--- src/rtl/forex_pkg.sv ---
// Shared types and constants for the arbitrage Container update path:
// edge-update record, sequencer states and host register map.
package forex_pkg;

  localparam int DEF_NODE_W   = 3;
  localparam int DEF_WEIGHT_W = 32;

  typedef struct packed {
    logic [DEF_NODE_W-1:0]   src;
    logic [DEF_NODE_W-1:0]   dst;
    logic [DEF_WEIGHT_W-1:0] weight;
  } update_t;

  typedef enum logic [1:0] {
    IDLE  = 2'd0,
    LOAD  = 2'd1,
    START = 2'd2,
    WAIT  = 2'd3
  } seq_state_t;

  localparam logic [2:0] ADDR_EDGE   = 3'd0;
  localparam logic [2:0] ADDR_WEIGHT = 3'd1;
  localparam logic [2:0] ADDR_CTRL   = 3'd2;

endpackage

--- src/rtl/update_fifo.sv ---
// Synchronous FIFO of edge updates; a push into a full FIFO is accepted
// only when a pop happens in the same cycle.
module update_fifo
  import forex_pkg::*;
#(
  parameter int DEPTH = 4,
  localparam int AW   = $clog2(DEPTH)
) (
  input  logic          clk,
  input  logic          reset,
  input  logic          push,
  input  update_t       din,
  input  logic          pop,
  output update_t       dout,
  output logic          full,
  output logic          empty,
  output logic [AW:0]   count
);

  update_t         mem [DEPTH];
  logic [AW-1:0]   wr_ptr;
  logic [AW-1:0]   rd_ptr;
  logic            push_ok;
  logic            pop_ok;

  assign full    = (count == (AW+1)'(DEPTH));
  assign empty   = (count == '0);
  assign pop_ok  = pop && !empty;
  assign push_ok = push && (!full || pop_ok);
  assign dout    = mem[rd_ptr];

  // Pointers wrap naturally because DEPTH is a power of two.
  always_ff @(posedge clk) begin
    if (reset) begin
      wr_ptr <= '0;
      rd_ptr <= '0;
      count  <= '0;
    end else begin
      if (push_ok) wr_ptr <= wr_ptr + 1'b1;
      if (pop_ok)  rd_ptr <= rd_ptr + 1'b1;
      case ({push_ok, pop_ok})
        2'b10:   count <= count + 1'b1;
        2'b01:   count <= count - 1'b1;
        default: count <= count;
      endcase
    end
  end

  always_ff @(posedge clk) begin
    if (push_ok) mem[wr_ptr] <= din;
  end

endmodule

--- src/rtl/update_sequencer.sv ---
// Host-facing sequencer: buffers edge updates, applies them to the Container
// one per handshake, then launches one run and waits for run_done.
// Optional watchdog on the run wait: define UPDATE_SEQUENCER_WATCHDOG_EN.
module update_sequencer
  import forex_pkg::*;
#(
  parameter int NODE_W    = DEF_NODE_W,
  parameter int WEIGHT_W  = DEF_WEIGHT_W,
  parameter int DEPTH     = 4,
  parameter int WD_CYCLES = 65536
) (
  input  logic                clk,
  input  logic                reset,
  input  logic                chipselect,
  input  logic                write,
  input  logic                read,
  input  logic [2:0]          address,
  input  logic [WEIGHT_W-1:0] writedata,
  output logic [31:0]         readdata,
  output logic                upd_valid,
  input  logic                upd_ready,
  output logic [NODE_W-1:0]   upd_src,
  output logic [NODE_W-1:0]   upd_dst,
  output logic [WEIGHT_W-1:0] upd_weight,
  output logic                run_start,
  input  logic                run_done,
  output logic                busy,
  output logic                irq
);

  localparam int AW = $clog2(DEPTH);

  seq_state_t      state_q, state_d;
  logic [NODE_W-1:0] stage_src, stage_dst;
  logic            push, pop, full, empty, clr;
  logic            run_fin, wd_expire, overflow_evt;
  logic [AW:0]     count;
  update_t         head, fifo_din;
  logic            overflow, timeout;
  logic [15:0]     run_count;
  logic            wd_hit;

  assign push         = chipselect && write && (address == ADDR_WEIGHT);
  assign clr          = chipselect && write && (address == ADDR_CTRL) && writedata[0];
  assign pop          = upd_valid && upd_ready;
  assign overflow_evt = push && full && !pop;
  assign fifo_din     = '{src: stage_src, dst: stage_dst, weight: writedata};

  update_fifo #(.DEPTH(DEPTH)) u_fifo (
    .clk   (clk),
    .reset (reset),
    .push  (push),
    .din   (fifo_din),
    .pop   (pop),
    .dout  (head),
    .full  (full),
    .empty (empty),
    .count (count)
  );

`ifdef UPDATE_SEQUENCER_WATCHDOG_EN
  logic [31:0] wd_cnt;

  // Counter is held at zero outside WAIT, so every WAIT entry starts fresh.
  always_ff @(posedge clk) begin
    if (reset || state_q != WAIT) wd_cnt <= '0;
    else                          wd_cnt <= wd_cnt + 1'b1;
  end
  assign wd_hit = (wd_cnt == 32'(WD_CYCLES - 1));
`else
  logic unused_wd;
  assign unused_wd = (WD_CYCLES == 0);
  assign wd_hit    = 1'b0;
`endif

  always_ff @(posedge clk) begin
    if (reset) state_q <= IDLE;
    else       state_q <= state_d;
  end

  always_comb begin
    state_d   = state_q;
    upd_valid = 1'b0;
    run_start = 1'b0;
    run_fin   = 1'b0;
    wd_expire = 1'b0;
    case (state_q)
      IDLE: if (!empty) state_d = LOAD;
      LOAD: begin
        upd_valid = !empty;
        // Last entry leaves and nothing new joins the batch this cycle.
        if (pop && count == (AW+1)'(1) && !push) state_d = START;
      end
      START: begin
        run_start = 1'b1;
        state_d   = WAIT;
      end
      WAIT: begin
        if (run_done) begin
          run_fin = 1'b1;
          state_d = IDLE;
        end else if (wd_hit) begin
          wd_expire = 1'b1;
          state_d   = IDLE;
        end
      end
      default: state_d = IDLE;
    endcase
  end

  assign busy       = (state_q != IDLE);
  assign upd_src    = upd_valid ? head.src    : '0;
  assign upd_dst    = upd_valid ? head.dst    : '0;
  assign upd_weight = upd_valid ? head.weight : '0;

  // Set events win over a same-cycle host clear so no event is lost.
  always_ff @(posedge clk) begin
    if (reset) begin
      stage_src <= '0;
      stage_dst <= '0;
      overflow  <= 1'b0;
      timeout   <= 1'b0;
      irq       <= 1'b0;
      run_count <= '0;
    end else begin
      if (chipselect && write && address == ADDR_EDGE) begin
        stage_src <= writedata[2*NODE_W-1:NODE_W];
        stage_dst <= writedata[NODE_W-1:0];
      end
      overflow <= (overflow && !clr) || overflow_evt;
      timeout  <= (timeout && !clr) || wd_expire;
      irq      <= (irq && !clr) || overflow_evt || run_fin || wd_expire;
      if (run_fin) run_count <= run_count + 1'b1;
    end
  end

  always_comb begin
    readdata = '0;
    if (chipselect && read && address == ADDR_CTRL)
      readdata = {run_count, 4'h0, 4'(count), 4'h0, timeout, overflow, busy, irq};
  end

endmodule

--- config.mk ---
export PLATFORM = sky130hd
export DESIGN_NAME = update_sequencer
export DESIGN_NICKNAME = d
export VERILOG_FILES = /design/src/rtl/forex_pkg.sv /design/src/rtl/update_fifo.sv /design/src/rtl/update_sequencer.sv
export SDC_FILE = /design/constraint.sdc
export NUM_CORES = 1
export LEC_CHECK = 0
export CAP_MARGIN = 20
export CORE_ASPECT_RATIO = 2
export CORE_UTILIZATION = 50
export CTS_CLUSTER_DIAMETER = 60
export DETAILED_ROUTE_END_ITERATION = 8
export PLACE_DENSITY = 0.75
export SYNTH_ARGS = -nofsm -noshare
export SYNTH_HDL_FRONTEND = slang
export SYNTH_SLANG_ARGS = --single-unit
export TNS_END_PERCENT = 5
--- constraint.sdc ---
create_clock -name clk -period 3 [get_ports clk]
set_clock_uncertainty 0.15 [all_clocks]
set_input_delay 0.6 -clock clk [delete_from_list [all_inputs] [get_ports clk]]
set_output_delay 0.6 -clock clk [all_outputs]
set_load 0.005 [all_outputs]
Yosys cells after proc, flatten, opt, wreduce, memory -nomap -nowiden
Memory sizes are Yosys's and may differ from the RTL's. A register that Yosys moved wholly into a read port is not among the register bits. Cells that the tools add are included.

Register bits: 34. RAM bits: 152. Bits of input ports: 42. Logic and storage cells: 77. Memories kept: 1.

Memory list: u_fifo.mem (words 4, width 38, rd ports 1, clocked after Yosys merged registers in 1, write ports 1, RTL line update_fifo.sv:20) `update_t mem [DEPTH];`.

Add/subtract/negate cells: 5. Eq/ne operators: 12. Muxes and demuxes: 17. Reductions and logical operators: 32.

Operators by type and width (count): $mux 32 (2); $logic_and 1x1->1 (17); $add 16x1->16 const B (1); $mux 2 (5); $pmux 2 s4 (1); $eq 2x2->1 const B (3); $eq 3x1->1 const B (2); $logic_not 3->1 (2); $mux 1 (6); $mux 3 (2); $ne 2x2->1 const B (3); $pmux 3 s2 (1); $logic_not 1->1 (5); $add 2x1->2 const B (2); $eq 2x1->1 const B (2); $logic_or 1x1->1 (4); $reduce_bool 2->1 (2); $add 3x1->3 const B (1); $eq 3x2->1 const B (1); $eq 3x3->1 const B (1); $reduce_and 3->1 (1); $sub 3x1->3 const B (1); $logic_not 2->1 (1).

Logic depth before layout (Yosys ltp)
Gate-level depths: netlist of run 1.

Depth in word-level cells: 9. Mapped depth: 9. Gate-level depth less buffers: 9.

Modules after synthesis
From an unflattened synthesis of run 1, not the netlist that was laid out.

Cells, all modules: 484. Area total of the unflattened synthesis: 7827.5 um^2.

By module, submodules not included: update_fifo (instances 1, cells each 264, area an instance 6040.8 um^2, sequential area each 4744.6 um^2); update_sequencer (instances 1, cells each 220, area an instance 1786.7 um^2, sequential area each 540.5 um^2).

Least setup slack after synthesis of run 1
Ideal clock, no wire load.

Kind: input port to flip-flop. Start: input port address[2]. End: memory u_fifo.mem[0][0] (netlist name) (enable). Library setup time: 399 ps. Arrival: 2094 ps. Data required time: 2451 ps. Path slack: 357 ps. Cell stages on the path: 3. Cells stage by stage: and4bb_2 > o211a_1 > and2_1.

Longest elaborated chain between the ends: 5.

RTL lines: start, declared (RTL line update_sequencer.sv:17) `input logic [2:0] address,`; $eq 3x1->1 (RTL line update_sequencer.sv:43) `assign push = chipselect && write && (address == ADDR_WEIGHT);`; $logic_and 1x1->1 (RTL line update_sequencer.sv:43); $logic_and 1x1->1 (RTL line update_fifo.sv:29) `assign push_ok = push && (!full || pop_ok);`; $mux 1 (RTL line update_fifo.sv:50) `if (push_ok) mem[wr_ptr] <= din;`; $mux 1 (not written as such) (RTL line update_fifo.sv:50); end, declared (RTL line update_fifo.sv:20).

No other way between the ends.

==> flow_summary.toml, run 1 <==
[drt]
ant_nets = 0
drt_iter0_drc = 238
vias = 4357
viasPerCell = 5.45
drtPass1Iterations = 5
wirelength_microns = 14800
drc_errors = 0
wl_per_cell_microns = 18.5

[timing]
setup_tns_ns = 0
grt_setup_unrepaired = "no"
slew_viol_final = 0
setup_violations = 0
slew_headroom = 0.655
tightest_slew_ns = 0.515
period_needed_ns = 2.92
clock.fmax_ghz = 0.343
hold_violations = 0
finalCritPeriodShare = 0.973
postLayoutSetupSlackWorst_ns = 0.0804
holdWs_ns = 0.330

[yosys]
async_flop_share = 0
synthCells = 469
ys.flop_type = "edfxtp_1"
synth_area_per_cell_sq_um = 16.5
synth_warnings = 0
synth_edf_count = 152
syn_area_sq_um = 7730
synth_seq_area_share = 0.684
synth-seq-cells = 188
yosys.cell_types.count = 42

[critical_path]
critPathMaxFanout = 19
r2r_slack_ns = 0.75
cp.arrival_ns = 2.17
startpoint_type = "flop"
slowest_stage = "mux4_2"
worstSetupEndpointType = "output port"
crit_path_cell_trace = "buf_12 > mux4_2 > and3_1 > clkdlybuf4s50_1"
slowest_delay_ns = 0.53
crit_type = "reg2out"
crit_required_ns = 2.25

[status]
run_status = "complete, no violations"

[clock_tree]
clock_path_buffers = 2
root_buffer = "clkbuf_16"
clk_pin_slew_ns = 0.07
clk_latency_ns = 0.42
numCtsBuffers = 17
cts_tree = "yes"
htreeDepth = 4
clock-sinks = 188
hold_buffers = 0

[grt]
use_met3 = 0.0420
grt.met2_usage = 0.379
grt_use_met1 = 0.215
grt_pass1_wl_microns = 23900
grt-ovfl-total = 0
antenna_found_initial = 0
grt-busiest-layer = "met2"
grt_max_degree = 43
track_usage = 0.198
first_global_vias = 4597

[placement]
numPortBuffers = 106
post-place-ws_ns = -0.132
hpwl_microns = 9510
place_congestion = 0.748

[floorplanning]
die_w_microns = 89.9
die_y_microns = 178
coreArea_sq_um = 15200
rows = 64
ios = 116
die-area_sq_um = 16000
start_util = 0.508

[pwr]
internal_power_w = 0.00419
comb_power_share = 0.070
ir_drop_uv = 383
swShare = 0.229
p_seq_frac = 0.522
p_leak_nw = 3.61
p_sw_w = 0.00124
power_density_nw_per_um2 = 556
p_clk_frac = 0.408

[final_layout]
insertedDiodeCount = 0
area_growth_pct = 26.4
multiInputGateArea_sq_um = 2270
layout.nets = 646
final_common_cell = "edfxtp_1"
drive_gt1_frac = 0.186
fill_cells = 1101
layout_common_cells = "edfxtp_1 (152), clkdlybuf4s50_1 (80), and3_1 (40), mux4_2 (38), dfxtp_1 (33)"
regArea_sq_um = 5290

[hold_path]
min_path_type = "reg2reg"

[run]
cap_violations = 0
kinds of logic after synthesis:
logic type	Yosys count	share of synthesized area
flops	188	0.684
fa+ha+maj	15	0.0243
mux	46	0.121
simple gates	138	0.106
compound gates	19	0.0154
other cells	1	0.000485
xor+xnor	16	0.0181
buf+inv	46	0.0312
cell usage after synthesis (all sizes together), types with 4 or more instances:
cell type  number  share of area
edfxtp        152           0.59
and3           44          0.036
mux4           38           0.11
dfxtp          36          0.093
and2           30          0.025
nor2           27          0.013
buf            20          0.019
ha             15          0.024
clkbuf         14         0.0068
xor2           13          0.015
inv            12         0.0058
mux2i           8          0.010
nand2           8         0.0039
nand4           8         0.0084
a21oi           7         0.0045
nand3           6         0.0045
o21ai           4         0.0026
or3             4         0.0032
layer usage:
metal	vias up	part of all wire
li1	2016	-
met4	0	0.018
met3	20	0.039
met5	-	0
met1	2196	0.38
met2	125	0.56
power groups by stage:
stage               Clock (W)  Sequential [W]  Combinational [W]
finish                0.00222         0.00284           0.000383
detailed placement          0         0.00290           0.000380
floorplan                   0         0.00289           0.000179
global route          0.00235         0.00284           0.000421
CTS                   0.00226         0.00284           0.000383
global placement            0         0.00289           0.000365
stage by stage:
| stage | instance area (sq um) | instances | power (W) | util |
|---|---|---|---|---|
| floorplan | 7760 | 477 | 0.00307 | - |
| global placement | 9130 | 766 | 0.00326 | 0.600 |
| detailed placement | 9130 | 766 | 0.00327 | 0.600 |
| CTS | 9730 | 799 | 0.00548 | 0.640 |
| global route | 9770 | 800 | 0.00561 | 0.642 |
| finish | 9770 | 800 | 0.00544 | 0.642 |
cell type report:
class / instances / area share
well taps: 198 / 0.0253
multi-input cells: 243 / 0.232
clock inverters: 15 / 0.0175
repair buffers: 127 / 0.135
inverters: 12 / 0.00461
clock buffers: 17 / 0.0435
flip-flops and latches: 188 / 0.542
sequential cells by signal, summed over array words and instances, names as in the netlist, 2 cells and up, named ones only:
signal / flops
u_fifo.mem: 152
state_q: 2
stage_dst: 3
u_fifo.count: 3
u_fifo.wr_ptr: 2
stage_src: 3
u_fifo.rd_ptr: 2
run_count: 16
critical path: cells and delay by family (launching register included):
family        cells  cell delay, ns
mux               1            0.53
simple gates      1            0.20
flops             1            0.37
buf+inv           2            0.64
path summary, 6_finish.rpt:
check                       start          to  depth (start not counted)
setup / recovery             flop  upd_dst[0]                          4
hold / removal           overflow    overflow                          2
setup reg to reg  u_fifo.count[1]  state_q[0]                          6
hold reg to reg          overflow    overflow                          2
what timing repair did:
action	CTS	global route
buffers inserted	1	1
resized for setup	28	11
setup endpoints to repair	43	29
pin swaps	0	1
gates cloned	0	0
No activity file was read; power rests on OpenSTA's default activity.
==> run 2, diff against run 1 <==
--- a/config.mk
+++ b/config.mk
@@ -7,9 +7,12 @@
 export LEC_CHECK = 0
 export CAP_MARGIN = 20
 export CORE_ASPECT_RATIO = 2
+export CORE_MARGIN = 2
 export CORE_UTILIZATION = 50
+export CTS_BUF_LIST = sky130_fd_sc_hd__clkbuf_4 sky130_fd_sc_hd__clkbuf_8
 export CTS_CLUSTER_DIAMETER = 60
 export DETAILED_ROUTE_END_ITERATION = 8
+export GPL_TIMING_DRIVEN = 0
 export PLACE_DENSITY = 0.75
 export SYNTH_ARGS = -nofsm -noshare
 export SYNTH_HDL_FRONTEND = slang
==> flow_summary.toml, run 2 (synthesis gave the netlist of run 1 again) <==
[status]
run_status = "complete, no violations"

[pwr]
power_density_nw_per_um2 = 499
ir_drop_uv = 326
p_leak_nw = 3.90
p_total_w = 0.00486

[floorplanning]
rows = 64
die_y_microns = 180
ios = 116
die-area_sq_um = 16500
coreArea_sq_um = 15200
die_w_microns = 91.9
start_util = 0.508

[clock_tree]
root_buffer = "clkbuf_8"
htreeDepth = 4
cts_tree = "yes"
clk_pin_slew_ns = 0.09
numCtsBuffers = 17
clock_path_buffers = 2
clock-sinks = 188
hold_buffers = 0
clk_latency_ns = 0.45

[placement]
numPlacedInstances = 784
hpwl_microns = 10600
numPortBuffers = 105
post-place-ws_ns = -0.471
place_congestion = 0.793

[critical_path]
worstSetupEndpointType = "output port"
crit_type = "reg2out"
ff2ff_path_depth = 6
crit_path_cell_trace = "buf_12 > mux4_2 > and3_1 > clkdlybuf4s50_1"
cp.arrival_ns = 2.16
critPathMaxFanout = 10
path_delay_family = "buffers and inverters"
crit_buf_inv = 2
endpoint = "upd_weight[4]"
slowest_stage = "mux4_2"
r2r_slack_ns = 0.69
crit_required_ns = 2.25
r2r_end = "u_fifo.mem[3][16]"
cp.depth = 4
rr_startpoint = "state_q[1]"
startpoint_type = "flop"
slowest_delay_ns = 0.49

[grt]
antenna_found_initial = 0
grt_use_met1 = 0.210
grt-ovfl-total = 0
use_met3 = 0.0394
track_usage = 0.194
first_global_vias = 4762
grt.met2_usage = 0.369
grt_pass1_wl_microns = 24500
grt-busiest-layer = "met2"
grt_max_degree = 29

[drt]
viasPerCell = 5.43
drc_errors = 0
drt_iter0_drc = 219
drtPass1Iterations = 4
wl_per_cell_microns = 18.9
ant_nets = 0
vias = 4461
wirelength_microns = 15500

[final_layout]
fill_cells = 1118
insertedDiodeCount = 0
top_register = "u_fifo.mem"
fin_util = 0.640
area_growth_pct = 25.9
instances_no_fill = 822
multiInputGateArea_sq_um = 2280
layout_common_cells = "edfxtp_1 (152), clkdlybuf4s50_1 (54), and3_1 (41), mux4_2 (38), dlygate4sd2_1 (36)"
largest_register_ffs = 152
drive_gt1_frac = 0.207
layout.nets = 668
regArea_sq_um = 5290
top_regs = "u_fifo.mem (152), run_count (16)"
final_common_cell = "edfxtp_1"

[timing]
setup_tns_ns = 0
setup_violations = 0
finalCritPeriodShare = 0.969
period_needed_ns = 2.91
clock.fmax_ghz = 0.344
grt_setup_unrepaired = "yes"
hold_violations = 0
postLayoutSetupSlackWorst_ns = 0.0931
slew_viol_final = 0

[hold_path]
min_path_type = "in2reg"
worstHoldStart = "reset"

[run]
cap_violations = 0
==> run 2: cell count changes in the layout (fill, tap and decap cells not counted), moves of 3 or more <==
cell             delta
clkinv_4            +3
clkbuf_16          -17
dlygate4sd2_1      +15
clkbuf_2            +5
dlymetal6s2s_1     +10
clkbuf_8           +19
clkinvlp_4          -3
clkbuf_1            +3
inv_8               -3
clkdlybuf4s50_1    -26
clkbuf_4            +4
buf_4               +7
==> run 2: worst min-delay path by stage <==
stage	slack, ns	cells after the start	endpoint
after floorplan	0.28	2	overflow
after global placement	0.31	2	overflow
after detailed placement	0.32	1	timeout
after CTS	0.17	2	irq
after global routing	0.17	2	irq
final	0.21	2	irq
==> run 2: final cells by class <==
class,instances,share of cell area
flip-flops and latches,188,0.544
plain buffers,34,0.0307
repair buffers,115,0.121
well taps,198,0.0255
inverters,12,0.00463
clock buffers,18,0.0248
multi-input cells,243,0.234
clock inverters,14,0.0150
==> run 2: where the power goes <==
part           switching (W)  total [W]  internal (W)
sequential         0.0000157    0.00284       0.00282
combinational       0.000214   0.000400      0.000185
clock               0.000918    0.00162      0.000699
==> run 2: metal layers <==
| metal | wire (microns) | part of all wire |
|---|---|---|
| met5 | 0 | 0 |
| met1 | 5720 | 0.37 |
| met2 | 9010 | 0.58 |
| met4 | 193 | 0.012 |
| met3 | 617 | 0.040 |
==> run 2: through the flow <==
stage	hold slack (ns)	instance area (sq um)
final	0.210	9730
after floorplan	0.279	7760
after global placement	0.309	9060
after global routing	0.175	9730
after detailed placement	0.319	9140
after CTS	0.172	9650
==> run 2: timing repair <==
action                                  CTS  global route
pin swaps                                 2             1
gates cloned                              0             0
endpoints found under the setup margin   62            27
setup buffers                             4             2
resized for setup                        77            25
==> run 3, diff against run 2 <==
--- a/config.mk
+++ b/config.mk
@@ -9,7 +9,7 @@
 export CORE_ASPECT_RATIO = 2
 export CORE_MARGIN = 2
 export CORE_UTILIZATION = 50
-export CTS_BUF_LIST = sky130_fd_sc_hd__clkbuf_4 sky130_fd_sc_hd__clkbuf_8
+export CTS_BUF_LIST = sky130_fd_sc_hd__clkbuf_8
 export CTS_CLUSTER_DIAMETER = 60
 export DETAILED_ROUTE_END_ITERATION = 8
 export GPL_TIMING_DRIVEN = 0
==> flow_summary.toml, run 3 (synthesis gave the netlist of run 1 again) <==
[timing]
holdWs_ns = 0.211
period_needed_ns = 2.91
slew_viol_final = 0
clock.fmax_ghz = 0.344
finalCritPeriodShare = 0.969
setup_violations = 0
postLayoutSetupSlackWorst_ns = 0.0938
hold_violations = 0
grt_setup_unrepaired = "yes"

[placement]
place_congestion = 0.793
hpwl_microns = 10600
post-place-ws_ns = -0.471
placed_area_sq_um = 9140
numPortBuffers = 105

[final_layout]
fin_util = 0.639
layout.nets = 668
design_area_sq_um = 9730
top_regs = "u_fifo.mem (152), run_count (16)"
drive_gt1_frac = 0.205
area_growth_pct = 25.9
insertedDiodeCount = 0
layout_common_cells = "edfxtp_1 (152), clkdlybuf4s50_1 (54), and3_1 (41), mux4_2 (38), dlygate4sd2_1 (36)"
final_common_cell = "edfxtp_1"
top_register = "u_fifo.mem"
largest_register_ffs = 152

[grt]
grt_max_degree = 29
track_usage = 0.194
first_global_vias = 4762
antenna_found_initial = 0
grt-ovfl-total = 0
grt_pass1_wl_microns = 24500

[pwr]
p_total_w = 0.00484
comb_power_share = 0.083
ir_drop_uv = 326
swShare = 0.237
p_clk_frac = 0.332
internal_power_w = 0.00369
p_leak_nw = 3.90
power_density_nw_per_um2 = 498
p_seq_frac = 0.586
p_sw_w = 0.00115

[status]
run_status = "complete, no violations"

[drt]
drtPass1Iterations = 4
wl_per_cell_microns = 18.9
viasPerCell = 5.43
drt_iter0_drc = 224
wirelength_microns = 15500
drc_errors = 0
ant_nets = 0
vias = 4462

[critical_path]
cp.arrival_ns = 2.16
ff2ff_path_depth = 6
critPathMaxFanout = 10
crit_type = "reg2out"
crit_required_ns = 2.25
worstSetupEndpointType = "output port"
slowest_delay_ns = 0.49
startpoint_type = "flop"
slowest_stage = "mux4_2"
r2r_slack_ns = 0.69
crit_path_cell_trace = "buf_12 > mux4_2 > and3_1 > clkdlybuf4s50_1"

[floorplanning]
die_w_microns = 91.9
rows = 64
ios = 116
coreArea_sq_um = 15200
start_util = 0.508
die-area_sq_um = 16500
die_y_microns = 180

[run]
cap_violations = 0

[hold_path]
min_path_type = "in2reg"
worstHoldPathCells = 2

[clock_tree]
clk_latency_ns = 0.45
cts_tree = "yes"
clock_path_buffers = 2
hold_buffers = 0
numCtsBuffers = 17
root_buffer = "clkbuf_8"
htreeDepth = 4
clk_pin_slew_ns = 0.09
clock-sinks = 188
-- run 3: cell types whose count changed in the layout (fill, tap and decap cells not counted) --
cell	previous run	this run
clkbuf_4	4	3
inv_1	12	13
-- run 3: area by class of cell --
| type | instances | area [sq um] |
|---|---|---|
| Fill cell | 1120 | 5490 |
| Sequential cell | 188 | 5290 |
| Multi-Input combinational cell | 243 | 2280 |
| Timing Repair Buffer | 115 | 1180 |
| Buffer | 34 | 299 |
| Tap cell | 198 | 248 |
| Clock buffer | 17 | 234 |
| Clock inverter | 15 | 150 |
| Inverter | 12 | 45.0 |
-- run 3: path summary, 6_finish.rpt --
| kind | start | end |
|---|---|---|
| max | flop | upd_weight[4] |
| min | reset | irq |
| max reg2reg | state_q[1] | u_fifo.mem[3][16] |
| min reg2reg | overflow | overflow |
-- run 3: worst max-delay path: cells and delay by family, from the launching register on --
kind,cells,cell delay (ns)
multiplexers,1,0.49
flip-flops,1,0.39
AND/OR/NAND/NOR,1,0.22
buffers and inverters,2,0.61
-- run 3: metrics by stage --
step | std cells | TNS (ns)
floorplan | 477 | 0
global placement | 780 | -135.43
detailed placement | 784 | -9.24
CTS | 820 | -0.000614
global route | 822 | -0.00730
finish | 822 | 0
-- run 3: repair_timing --
item | in CTS | in global routing
pin swaps | 2 | 1
gates resized for setup | 77 | 25
buffers inserted | 4 | 2
setup endpoints to repair | 62 | 27
-- run 3: power groups by stage --
stage / logic [W] / clock network, W / registers, W
final: 0.000400 / 0.00161 / 0.00284
after floorplan: 0.000179 / 0 / 0.00289
after global routing: 0.000441 / 0.00174 / 0.00284
after global placement: 0.000357 / 0 / 0.00289
after CTS: 0.000388 / 0.00165 / 0.00283
after detailed placement: 0.000370 / 0 / 0.00289
-- run 3: per-layer routing --
metal | vias to the layer above | part of all wire | track usage
met3 | 12 | 0.039 | 0.0394
met4 | 0 | 0.012 | 0.0615
li1 | 2071 | - | -
met2 | 115 | 0.58 | 0.369
met1 | 2264 | 0.37 | 0.210
met5 | - | 0 | 0
